File: config.mk
export PLATFORM = sky130hd
export DESIGN_NAME = sign_reduction
export DESIGN_NICKNAME = d
export VERILOG_FILES = /design/src/rtl/sign_reduction.sv
export SDC_FILE = /design/constraint.sdc
export NUM_CORES = 1
export LEC_CHECK = 0
export ABC_AREA = 0
export CORE_UTILIZATION = 47
export CTS_CLUSTER_DIAMETER = 100
export DETAILED_ROUTE_END_ITERATION = 10
export PLACE_DENSITY = 0.84
export SETUP_SLACK_MARGIN = 0.15
export SKIP_LAST_GASP = 1
export SYNTH_ARGS = -nofsm -noshare
export SYNTH_HDL_FRONTEND = slang
export SYNTH_SLANG_ARGS = --single-unit
File: constraint.sdc
create_clock -name clk -period 2.4 [get_ports clk]
set_input_delay 0.24 -clock clk [delete_from_list [all_inputs] [get_ports clk]]
set_output_delay 0.24 -clock clk [all_outputs]
set_load 0.05 [all_outputs]
File: src/rtl/sign_reduction.sv
// Two-stage valid/ready pipeline that reduces a signed IN_W word to a signed OUT_W field.
// Optional macro SIGN_REDUCTION_SAT_EN: saturate non-fitting words instead of truncating them.
module sign_reduction #(
  parameter int IN_W  = 8,
  parameter int OUT_W = 3
) (
  input  logic             clk,
  input  logic             rst_n,
  input  logic [IN_W-1:0]  in_data,
  input  logic             in_valid,
  output logic             in_ready,
  output logic [OUT_W-1:0] out_bits,
  output logic             out_fits,
  output logic             out_valid,
  input  logic             out_ready,
  input  logic             clr_cnt,
  output logic [7:0]       ovf_cnt
);

  logic [IN_W-1:0]  r_s1_data;
  logic             r_s1_valid;
  logic [OUT_W-1:0] r_s2_bits;
  logic             r_s2_fits;
  logic             r_s2_valid;
  logic [7:0]       r_ovf_cnt;

  logic             w_in_xfer;
  logic             w_s2_load;
  logic             w_s1_fits;
  logic [OUT_W-1:0] w_s1_bits;

  // Word fits when every bit from the MSB down to the new sign position agrees.
  function automatic logic fits_f(input logic [IN_W-1:0] d);
    logic [IN_W-OUT_W:0] top;
    top = d[IN_W-1:OUT_W-1];
    return (&top) | ~(|top);
  endfunction

`ifdef SIGN_REDUCTION_SAT_EN
  function automatic logic [OUT_W-1:0] sat_f(input logic neg);
    logic [OUT_W-1:0] v;
    if (neg) begin
      v = {1'b1, {(OUT_W-1){1'b0}}};
    end else begin
      v = {1'b0, {(OUT_W-1){1'b1}}};
    end
    return v;
  endfunction
`endif

  // Handshake decode: S2 frees up when empty or drained this edge.
  always_comb begin
    in_ready  = ~r_s1_valid | ~r_s2_valid | out_ready;
    w_in_xfer = in_valid & in_ready;
    w_s2_load = r_s1_valid & (~r_s2_valid | out_ready);
  end

  // Reduction of the S1 word into the S2 result.
  always_comb begin
    w_s1_fits = fits_f(r_s1_data);
`ifdef SIGN_REDUCTION_SAT_EN
    if (w_s1_fits) begin
      w_s1_bits = r_s1_data[OUT_W-1:0];
    end else begin
      w_s1_bits = sat_f(r_s1_data[IN_W-1]);
    end
`else
    w_s1_bits = r_s1_data[OUT_W-1:0];
`endif
  end

  // Pipeline stages S1 and S2.
  always_ff @(posedge clk or negedge rst_n) begin
    if (!rst_n) begin
      r_s1_data  <= {IN_W{1'b0}};
      r_s1_valid <= 1'b0;
      r_s2_bits  <= {OUT_W{1'b0}};
      r_s2_fits  <= 1'b0;
      r_s2_valid <= 1'b0;
    end else begin
      if (w_s2_load) begin
        r_s2_bits  <= w_s1_bits;
        r_s2_fits  <= w_s1_fits;
        r_s2_valid <= 1'b1;
      end else if (out_ready) begin
        r_s2_valid <= 1'b0;
      end else begin
        r_s2_valid <= r_s2_valid;
      end

      if (w_in_xfer) begin
        r_s1_data  <= in_data;
        r_s1_valid <= 1'b1;
      end else if (w_s2_load) begin
        r_s1_valid <= 1'b0;
      end else begin
        r_s1_valid <= r_s1_valid;
      end
    end
  end

  // Saturating overflow counter; clear beats a simultaneous increment.
  always_ff @(posedge clk or negedge rst_n) begin
    if (!rst_n) begin
      r_ovf_cnt <= 8'd0;
    end else if (clr_cnt) begin
      r_ovf_cnt <= 8'd0;
    end else if (w_s2_load && !w_s1_fits && (r_ovf_cnt != 8'hFF)) begin
      r_ovf_cnt <= r_ovf_cnt + 8'd1;
    end else begin
      r_ovf_cnt <= r_ovf_cnt;
    end
  end

  assign out_bits  = r_s2_bits;
  assign out_fits  = r_s2_fits;
  assign out_valid = r_s2_valid;
  assign ovf_cnt   = r_ovf_cnt;

endmodule
==> summary.txt, run 1 <==
Biggest area consumer among synthesized cells -> dfrtp_1
Final setup violation count -> 0
DR iter-0 viols -> 5
Switching Fraction -> 30.7%
Wirelength per Cell -> 14.1 um
Static leakage -> 0.000540 uW
Synth area leaders -> dfrtp_1 53%, mux2_2 14%, a21oi_1 2.9%, buf_6 2.2%, o31ai_1 2.2%
Initial antenna violation count -> 0
Top-area cell type share of the netlist area -> 53.3%
Non-Filler Instances -> 142
Slew headroom -> 46.9%
Post-synthesis mux area share -> 14.2%
Setup crit end -> in_ready
Final net count -> 130
Grt ovf -> 0
Unrepaired setup endpoints after global routing -> false
Tightest Pin Transition -> 793 ps
Fmax -> 483 MHz
Synthesized cell area -> 0.00103 mm^2
Total power -> 862 uW
Cts hold-fix bufs -> 0
Boundary pin count -> 27
Die Area -> 0.00239 mm^2
Reg area -> 551 um^2
Post-Route Skew -> 1.53 ps
Area growth, synth to finish -> 29.7%
Synth warnings -> 0
Post-synthesis cell count -> 88
Detailed Place HPWL -> 1470 um
R2R depth -> 5
Combinational family with the most area after synthesis -> multiplexers
Setup repair bufs after CTS -> 0
Drt pass-1 iters -> 2
Peak supply drop -> 0.417 mV
Power Internal -> 598 uW
GP Congestion -> 0.801
Crit path capture type -> primary output
CTS tree -> yes
Seq/Total Area, Yosys -> 53.3%
Pin count of the biggest net entering global routing -> 23
Vias post-DR -> 792
Most common cell after layout, fill and taps aside -> clkdlybuf4s50_1
Final Cycle Share -> 86.2%
Worst Path Required -> 2160 ps
Worst r2r dst -> ovf_cnt[6]$_DFFE_PN0P_
Antenna viol nets, final -> 0
Final hold vios -> 0
FILL cells -> 157
Number of global-route vias before repair -> 790
Yosys cell types -> 28
Core region area -> 0.00202 mm^2
Die width -> 48.9 um
Post-Synth Simple-Gate Area -> 14.2%
Skew-Pair Late Insertion Delay -> 300 ps
Num CTS Buffers -> 3
Min-delay worst type -> in2async
Critical Path AT -> 1830 ps
Inst Count DP -> 138
DRC viols -> 0
Clock share of power -> 23.2%
Ant diodes -> 0
Adder-Cell Fraction of Synth Area -> 1.21%
Post-CTS sizing -> 0
Final instance area -> 0.00134 mm^2
RR Startpoint -> ovf_cnt[0]$_DFFE_PN0P_
CP Launch Point -> out_ready
PwrDens -> 643 mW/mm^2
Xor-xnor portion of the synthesized cell area -> 0%
Max_cap viols -> 0
Post-synthesis compound-gate area fraction -> 12.3%
Layout cells sized above 1 -> 19.1%
R2R Setup Slk -> 420 ps
Avg Cell Area, Syn -> 11.7 um^2
Die height -> 48.9 um
Startpoint Class -> input port
Initial Utilization -> 51.1%
Logic pwr share -> 25.7%
Clock-pin slew on the worst setup and hold paths -> 120 ps
Vias/cell -> 5.58
Drt total wl -> 2000 um
Port buffer count -> 26
CTS max path bufs -> 2
Placed Area -> 0.00130 mm^2
Outcome -> completed
First-pass GRT wire length -> 3540 um
Max-slew violations -> 0
Synth Register Bits -> 22
CTS root buffer -> clkbuf_4
WS Path Type -> in2out
Setup TNS Final -> 0 ps
Final Critical Period -> 2070 ps
Commonest cells after routing, fill and taps aside -> 26 x clkdlybuf4s50_1, 22 x dfrtp_1, 13 x mux2_2, 6 x a21oi_1
Crit-path max FO -> 4
Sequential share of power -> 51.1%
Global Route Usage Sum -> 19.2%
Switching pwr -> 264 uW
Multi-input gate area -> 433 um^2
Syn_nets -> 102
Rows -> 16
H-tree level count -> 1
Clock Sinks -> 22
-- how the worst min path moves through the flow --
| stage | start | endpoint | depth (start not counted) |
|---|---|---|---|
| after floorplan | rst_n | out_bits[0]$_DFFE_PN0P_ | 0 |
| after global placement | r_s1_valid$_DFFE_PN0P_ | out_valid$_DFFE_PN0P_ | 2 |
| after detailed placement | r_s1_valid$_DFFE_PN0P_ | out_valid$_DFFE_PN0P_ | 2 |
| after CTS | rst_n | ovf_cnt[0]$_DFFE_PN0P_ | 2 |
| after global routing | rst_n | ovf_cnt[0]$_DFFE_PN0P_ | 2 |
| final | rst_n | ovf_cnt[3]$_DFFE_PN0P_ | 2 |
-- logic make-up (layout without fill, tap and decap cells) --
kind of cell,Yosys count,count (layout)
buf+inv,9,36
simple gates,26,26
mux,13,13
fa+ha+maj,1,1
flops,22,22
compound gates,17,17
-- synth_stat cells --
| master | count |
|---|---|
| or3_1 | 1 |
| ha_1 | 1 |
| or2_2 | 1 |
| dfrtp_1 | 22 |
| o21ai_0 | 2 |
| o311a_1 | 1 |
| buf_1 | 1 |
| inv_1 | 5 |
| o41ai_1 | 1 |
| o211ai_1 | 1 |
| a2bb2o_2 | 1 |
| buf_2 | 1 |
| mux2_2 | 13 |
| nor2_1 | 3 |
| or3_2 | 1 |
| a2111o_1 | 1 |
| nand2_1 | 5 |
| or4b_1 | 1 |
| nor2b_1 | 1 |
| buf_6 | 2 |
| nor4_1 | 2 |
| nand2b_1 | 2 |
| or4_1 | 3 |
| nand4_1 | 2 |
| o31ai_1 | 3 |
| a21oi_1 | 6 |
| nand3_1 | 4 |
| o41ai_2 | 1 |
-- final cells by class --
type                    count  area share, %
multi-input cells          57           32.3
inverters                   5           1.40
repair buffers             27           20.0
flip-flops and latches     22           41.1
clock buffers               4           2.71
well taps                  27           2.52
-- critical path, cell delays in order --
cell	delay (ps)
clkdlybuf4s50_1	390
nand2b_1	180
or2_2	310
clkdlybuf4s50_1	710
-- metal layers --
metal,track usage (%),wire (um),up-vias
met5,0,0,-
met2,35.9,1090,21
li1,-,-,377
met3,3.12,63,2
met1,22.4,840,392
met4,5.88,10,0
-- per-stage QoR --
step	util, %	setup WS (ps)	hold slack [ps]
after CTS	66.3	325	282
after detailed placement	64.5	330	481
after global routing	66.3	164	293
final	66.3	331	282
after global placement	64.5	340	473
after floorplan	-	413	-55.6
-- state kept, by name (all words and copies together) (netlist names) --
signal,flops
r_s1_valid,1
out_valid,1
out_fits,1
ovf_cnt,8
out_bits,3
r_s1_data,8
-- power groups by stage --
stage | sequential [uW] | combinational [uW] | clock (uW)
floorplan | 509 | 78.3 | 0
global placement | 443 | 218 | 0
detailed placement | 447 | 223 | 0
CTS | 440 | 224 | 206
global route | 445 | 237 | 223
finish | 440 | 221 | 200
(Power assumes the default switching activity.)
==> run 2: changes to the inputs <==
--- a/config.mk
+++ b/config.mk
@@ -9,9 +9,8 @@
 export CORE_UTILIZATION = 47
 export CTS_CLUSTER_DIAMETER = 100
 export DETAILED_ROUTE_END_ITERATION = 10
-export PLACE_DENSITY = 0.84
+export PLACE_DENSITY = 0.79
 export SETUP_SLACK_MARGIN = 0.15
-export SKIP_LAST_GASP = 1
 export SYNTH_ARGS = -nofsm -noshare
 export SYNTH_HDL_FRONTEND = slang
 export SYNTH_SLANG_ARGS = --single-unit
==> run 2 against run 1 <==
  * Clock skew rose by 5.4 ps
  * First-iteration DRC count increased to 4.2 times the previous value
  * Non-clock buffer count unchanged
  * Critical path type unchanged
  * Critical path depth unchanged
==> summary.txt, run 2 (synthesis gave the netlist of run 1 again) <==
Outcome -> completed (unchanged)
Crit-path max FO -> 4 (unchanged)
Clock Sinks -> 22 (unchanged)
Peak supply drop -> 0.548 mV (was 0.417 mV)
FILL cells -> 151 (was 157)
Initial antenna violation count -> 0 (unchanged)
First-pass GRT wire length -> 3510 um (was 3540 um)
Post-Route Skew -> 6.97 ps (was 1.53 ps)
Grt ovf -> 0 (unchanged)
Drt pass-1 iters -> 4 (was 2)
Area growth, synth to finish -> 31.2% (was 29.7%)
Setup TNS Final -> 0 ps (unchanged)
CTS root buffer -> clkbuf_4 (unchanged)
Sequential share of power -> 46.8% (was 51.1%)
Wirelength per Cell -> 13.6 um (was 14.1 um)
Most common cell after layout, fill and taps aside -> clkdlybuf4s50_1 (unchanged)
CTS tree -> yes (unchanged)
Switching pwr -> 262 uW (was 264 uW)
Placed Area -> 0.00130 mm^2 (unchanged)
Static leakage -> 0.000547 uW (was 0.000540 uW)
Slew headroom -> 49.2% (was 46.9%)
WS Path Type -> in2out (unchanged)
Num CTS Buffers -> 3 (unchanged)
Layout cells sized above 1 -> 19.1% (unchanged)
Die height -> 48.9 um (unchanged)
Pin count of the biggest net entering global routing -> 23 (unchanged)
Worst hold margin -> 278 ps (was 282 ps)
Max-slew violations -> 0 (unchanged)
Critical Path AT -> 1860 ps (was 1830 ps)
Max_cap viols -> 0 (unchanged)
Vias/cell -> 5.55 (was 5.58)
GP Congestion -> 0.791 (was 0.801)
Initial Utilization -> 51.1% (unchanged)
H-tree level count -> 1 (unchanged)
Core region area -> 0.00202 mm^2 (unchanged)
Clock share of power -> 29.6% (was 23.2%)
Unrepaired setup endpoints after global routing -> false (unchanged)
Skew-Pair Late Insertion Delay -> 300 ps (about the same)
Cts hold-fix bufs -> 0 (unchanged)
Crit path capture type -> primary output (unchanged)
Die width -> 48.9 um (unchanged)
Final hold vios -> 0 (unchanged)
Global Route Usage Sum -> 19.0% (was 19.2%)
Final net count -> 130 (unchanged)
Rows -> 16 (unchanged)
CTS max path bufs -> 2 (unchanged)
Drt total wl -> 1930 um (was 2000 um)
Number of global-route vias before repair -> 766 (was 790)
DRC viols -> 0 (unchanged)
Fmax -> 477 MHz (was 483 MHz)
Die Area -> 0.00239 mm^2 (unchanged)
Boundary pin count -> 27 (unchanged)
Logic pwr share -> 23.6% (was 25.7%)
Post-CTS sizing -> 0 (unchanged)
Commonest cells after routing, fill and taps aside -> 26 x clkdlybuf4s50_1, 22 x dfrtp_1, 13 x mux2_2, 6 x a21oi_1 (unchanged)
Detailed Place HPWL -> 1330 um (was 1470 um)
Switching Fraction -> 28.0% (was 30.7%)
Final Critical Period -> 2100 ps (was 2070 ps)
Final setup violation count -> 0 (unchanged)
Clock-pin slew on the worst setup and hold paths -> 120 ps (about the same)
Power Internal -> 674 uW (was 598 uW)
PwrDens -> 690 mW/mm^2 (was 643 mW/mm^2)
Tightest Pin Transition -> 758 ps (was 793 ps)
Worst Path Required -> 2160 ps (about the same)
Final instance area -> 0.00136 mm^2 (was 0.00134 mm^2)
Startpoint Class -> input port (unchanged)
Ant diodes -> 0 (unchanged)
DR iter-0 viols -> 21 (was 5)
Min-delay worst type -> in2async (unchanged)
Antenna viol nets, final -> 0 (unchanged)
Vias post-DR -> 788 (was 792)
Port buffer count -> 26 (unchanged)
Final Cycle Share -> 87.4% (was 86.2%)
Setup repair bufs after CTS -> 0 (unchanged)
-- run 2: metal layers --
| layer | vias up | share of wire, % | global-route usage (%) |
|---|---|---|---|
| met5 | - | 0 | 0 |
| met4 | 0 | 1.0 | 7.84 |
| met3 | 2 | 4.2 | 2.80 |
| met2 | 28 | 51 | 30.1 |
| met1 | 374 | 44 | 26.1 |
| li1 | 384 | - | - |
-- run 2: path summary, 6_finish.rpt --
| path | to | cells after the start | slack (ps) | start |
|---|---|---|---|---|
| worst min register to register | out_bits[1]$_DFFE_PN0P_ | 1 | 510 | r_s1_data[1]$_DFFE_PN0P_ |
| worst min-delay path | ovf_cnt[0]$_DFFE_PN0P_ | 2 | 280 | rst_n |
| max in group asynchronous | out_bits[1]$_DFFE_PN0P_ | 2 | 1900 | rst_n |
| worst max register to register | ovf_cnt[6]$_DFFE_PN0P_ | 5 | 410 | ovf_cnt[0]$_DFFE_PN0P_ |
| min in group clk | out_bits[1]$_DFFE_PN0P_ | 1 | 510 | r_s1_data[1]$_DFFE_PN0P_ |
| worst max-delay path | in_ready | 4 | 300 | out_ready |
-- run 2: power groups by stage --
stage / clock network [uW] / logic (uW) / registers, uW
after CTS: 285 / 223 / 438
final: 277 / 221 / 438
after detailed placement: 0 / 222 / 444
after global placement: 0 / 219 / 443
after floorplan: 0 / 78.3 / 509
after global routing: 300 / 238 / 444
-- run 2: through the flow --
| stage | cells | total power [uW] | utilization, % | worst slack (ps) |
|---|---|---|---|---|
| after floorplan | 88 | 587 | - | 413 |
| after CTS | 142 | 946 | 67.1 | 304 |
| after global routing | 142 | 982 | 67.1 | 227 |
| final | 142 | 936 | 67.1 | 303 |
| after global placement | 138 | 662 | 64.5 | 343 |
| after detailed placement | 138 | 666 | 64.5 | 331 |
-- run 2: area by class of cell --
type                       count  area, um^2  share of cell area, %
inverter                       5        18.8                   1.38
multi-input combinational     57         433                   31.9
tap                           27        33.8                   2.49
clock inverter                 1        30.0                   2.21
clock buffer                   3        22.5                   1.66
sequential                    22         551                   40.6
timing repair buffer          27         268                   19.7
-- run 2: critical path, cell delays in order --
cell,delay [ps]
clkdlybuf4s50_1,400
nand2b_1,190
or2_2,310
clkdlybuf4s50_1,710
==> run 3: changes to the inputs <==
--- a/config.mk
+++ b/config.mk
@@ -6,10 +6,11 @@
 export NUM_CORES = 1
 export LEC_CHECK = 0
 export ABC_AREA = 0
-export CORE_UTILIZATION = 47
+export CORE_UTILIZATION = 52
 export CTS_CLUSTER_DIAMETER = 100
 export DETAILED_ROUTE_END_ITERATION = 10
-export PLACE_DENSITY = 0.79
+export DONT_BUFFER_PORTS = 1
+export PLACE_DENSITY = 0.68
 export SETUP_SLACK_MARGIN = 0.15
 export SYNTH_ARGS = -nofsm -noshare
 export SYNTH_HDL_FRONTEND = slang
==> run 3 against run 2 <==
  * Combinational power down 45%
  * Total power down 4.8%
  * Cell count down 13%
  * Worst setup slack better by 270 ps
  * Sequential share of layout area up 6.3 points
  * Hold slack worse by 220 ps
  * Largest cell class unchanged
  * Highest routed layer unchanged
==> summary.txt, run 3 (synthesis gave the netlist of run 1 again) <==
Vias/cell -> 5.79 (was 5.55)
First-pass GRT wire length -> 3040 um (was 3510 um)
Clock Sinks -> 22 (unchanged)
Antenna viol nets, final -> 0 (unchanged)
Rows -> 15 (was 16)
Layout cells sized above 1 -> 30.3% (was 19.1%)
Post-Route Skew -> 2.82 ps (was 6.97 ps)
DR iter-0 viols -> 9 (was 21)
Hold depth -> 1
CTS root buffer -> clkbuf_4 (unchanged)
Non-Filler Instances -> 124 (was 142)
Fmax -> 548 MHz (was 477 MHz)
Detailed Place HPWL -> 1330 um (about the same)
Crit-path max FO -> 12 (was 4)
Unrepaired setup endpoints after global routing -> false (unchanged)
CP delay by family, top -> simple AND/OR/NAND/NOR gates (was buffers and inverters)
Clock-pin slew on the worst setup and hold paths -> 120 ps (about the same)
Min-delay worst type -> in2reg (was in2async)
H-tree level count -> 1 (unchanged)
Setup TNS Final -> 0 ps (unchanged)
Startpoint Class -> flip-flop (was input port)
Static leakage -> 0.000500 uW (was 0.000547 uW)
Worst r2r dst -> ovf_cnt[5]$_DFFE_PN0P_ (was ovf_cnt[6]$_DFFE_PN0P_)
Util after Layout -> 65.1% (was 67.1%)
Ant diodes -> 0 (unchanged)
Final hold vios -> 0 (unchanged)
R2R Setup Slk -> 570 ps (was 410 ps)
Commonest cells after routing, fill and taps aside -> 22 x dfrtp_1, 13 x mux2_2, 9 x buf_4, 6 x a21oi_1 (was 26 x clkdlybuf4s50_1, 22 x dfrtp_1, 13 x mux2_2, 6 x a21oi_1)
Max-slew violations -> 0 (unchanged)
WS Path Type -> reg2reg (was in2out)
GP Congestion -> 0.764 (was 0.791)
Multi-input gate area -> 433 um^2 (unchanged)
Die Area -> 0.00217 mm^2 (was 0.00239 mm^2)
Number of global-route vias before repair -> 674 (was 766)
CTS max path bufs -> 2 (unchanged)
Wirelength per Cell -> 15.4 um (was 13.6 um)
Final net count -> 114 (was 130)
Pin count of the biggest net entering global routing -> 23 (unchanged)
Peak supply drop -> 0.440 mV (was 0.548 mV)
Port buffer count -> 0 (was 26)
Crit-path cells -> ha_1 > nand3_1 > o211ai_1 > buf_4 > or4b_1 > a21oi_1 (was clkdlybuf4s50_1 > nand2b_1 > or2_2 > clkdlybuf4s50_1)
R2R depth -> 6 (was 5)
Initial antenna violation count -> 0 (unchanged)
Core region area -> 0.00180 mm^2 (was 0.00202 mm^2)
Critical Path AT -> 2060 ps (was 1860 ps)
Final Cycle Share -> 76.1% (was 87.4%)
Critical Path Max Stage Delay -> 460 ps (was 710 ps)
Initial Utilization -> 57.4% (was 51.1%)
Max_cap viols -> 0 (unchanged)
Outcome -> completed (unchanged)
Tightest Pin Transition -> 980 ps (was 758 ps)
Skew-Pair Late Insertion Delay -> 300 ps (about the same)
Drt pass-1 iters -> 4 (unchanged)
Post-CTS sizing -> 0 (unchanged)
Worst path bufs/invs -> 1 (was 2)
Num CTS Buffers -> 3 (unchanged)
Worst Path Required -> 2630 ps (was 2160 ps)
Final Critical Period -> 1830 ps (was 2100 ps)
Vias post-DR -> 718 (was 788)
Final setup violation count -> 0 (unchanged)
RR Startpoint -> ovf_cnt[0]$_DFFE_PN0P_ (unchanged)
CTS tree -> yes (unchanged)
Drt total wl -> 1910 um (was 1930 um)
Area growth, synth to finish -> 13.6% (was 31.2%)
Most common cell after layout, fill and taps aside -> dfrtp_1 (was clkdlybuf4s50_1)
Die height -> 46.6 um (was 48.9 um)
DRC viols -> 0 (unchanged)
Worst hold margin -> 57.3 ps (was 278 ps)
Crit path capture type -> flip-flop (was primary output)
PwrDens -> 759 mW/mm^2 (was 690 mW/mm^2)
Inst Count DP -> 118 (was 138)
Grt ovf -> 0 (unchanged)
Hold endpoint -> r_s1_valid$_DFFE_PN0P_
Slew headroom -> 34.5% (was 49.2%)
Global Route Usage Sum -> 20.4% (was 19.0%)
Reg area -> 551 um^2 (unchanged)
FILL cells -> 165 (was 151)
Min-delay src -> in_valid
CP max-delay cell -> or4b_1 (was clkdlybuf4s50_1)
Boundary pin count -> 27 (unchanged)
Die width -> 46.6 um (was 48.9 um)
==> run 3: final cells by class <==
class	instances	share of cell area, %
clock inverters	1	2.56
inverters	5	1.60
clock buffers	3	1.92
repair buffers	11	7.46
flip-flops and latches	22	46.9
well taps	25	2.67
multi-input cells	57	36.9
==> run 3: report_power, final <==
part | switching [uW] | total [uW] | internal [uW]
registers | 80.3 | 490 | 410
logic | 69.0 | 122 | 53.0
clock network | 110 | 278 | 169
total | 259 | 891 | 632
==> run 3: what timing repair did <==
action | in CTS | in global routing
buffers inserted | 0 | 0
endpoints found under the setup margin | 0 | 0
endpoints found under the hold margin | 28 | 0
hold buffers | 2 | 0
==> run 3: worst max-delay path by stage <==
stage	depth (start not counted)	from	endpoint
floorplan	6	ovf_cnt[0]$_DFFE_PN0P_	ovf_cnt[6]$_DFFE_PN0P_
global placement	6	ovf_cnt[0]$_DFFE_PN0P_	ovf_cnt[4]$_DFFE_PN0P_
detailed placement	6	ovf_cnt[0]$_DFFE_PN0P_	ovf_cnt[5]$_DFFE_PN0P_
CTS	6	ovf_cnt[0]$_DFFE_PN0P_	ovf_cnt[5]$_DFFE_PN0P_
global route	6	ovf_cnt[0]$_DFFE_PN0P_	ovf_cnt[3]$_DFFE_PN0P_
finish	6	ovf_cnt[0]$_DFFE_PN0P_	ovf_cnt[5]$_DFFE_PN0P_
==> run 3: layer usage <==
layer | GRT usage (%) | routed length (um) | vias up
li1 | - | - | 348
met1 | 29.1 | 942 | 346
met2 | 30.3 | 860 | 22
met3 | 3.53 | 96 | 2
met4 | 8.82 | 13 | 0
met5 | 0 | 0 | -
==> run 3: metrics by stage <==
stage                     total power [uW]  area [um^2]  setup slack (ps)
after floorplan                        587         1030               413
after global placement                 605         1100               646
after detailed placement               611         1100               602
after CTS                              902         1170               576
after global routing                   929         1170               440
final                                  891         1170               575
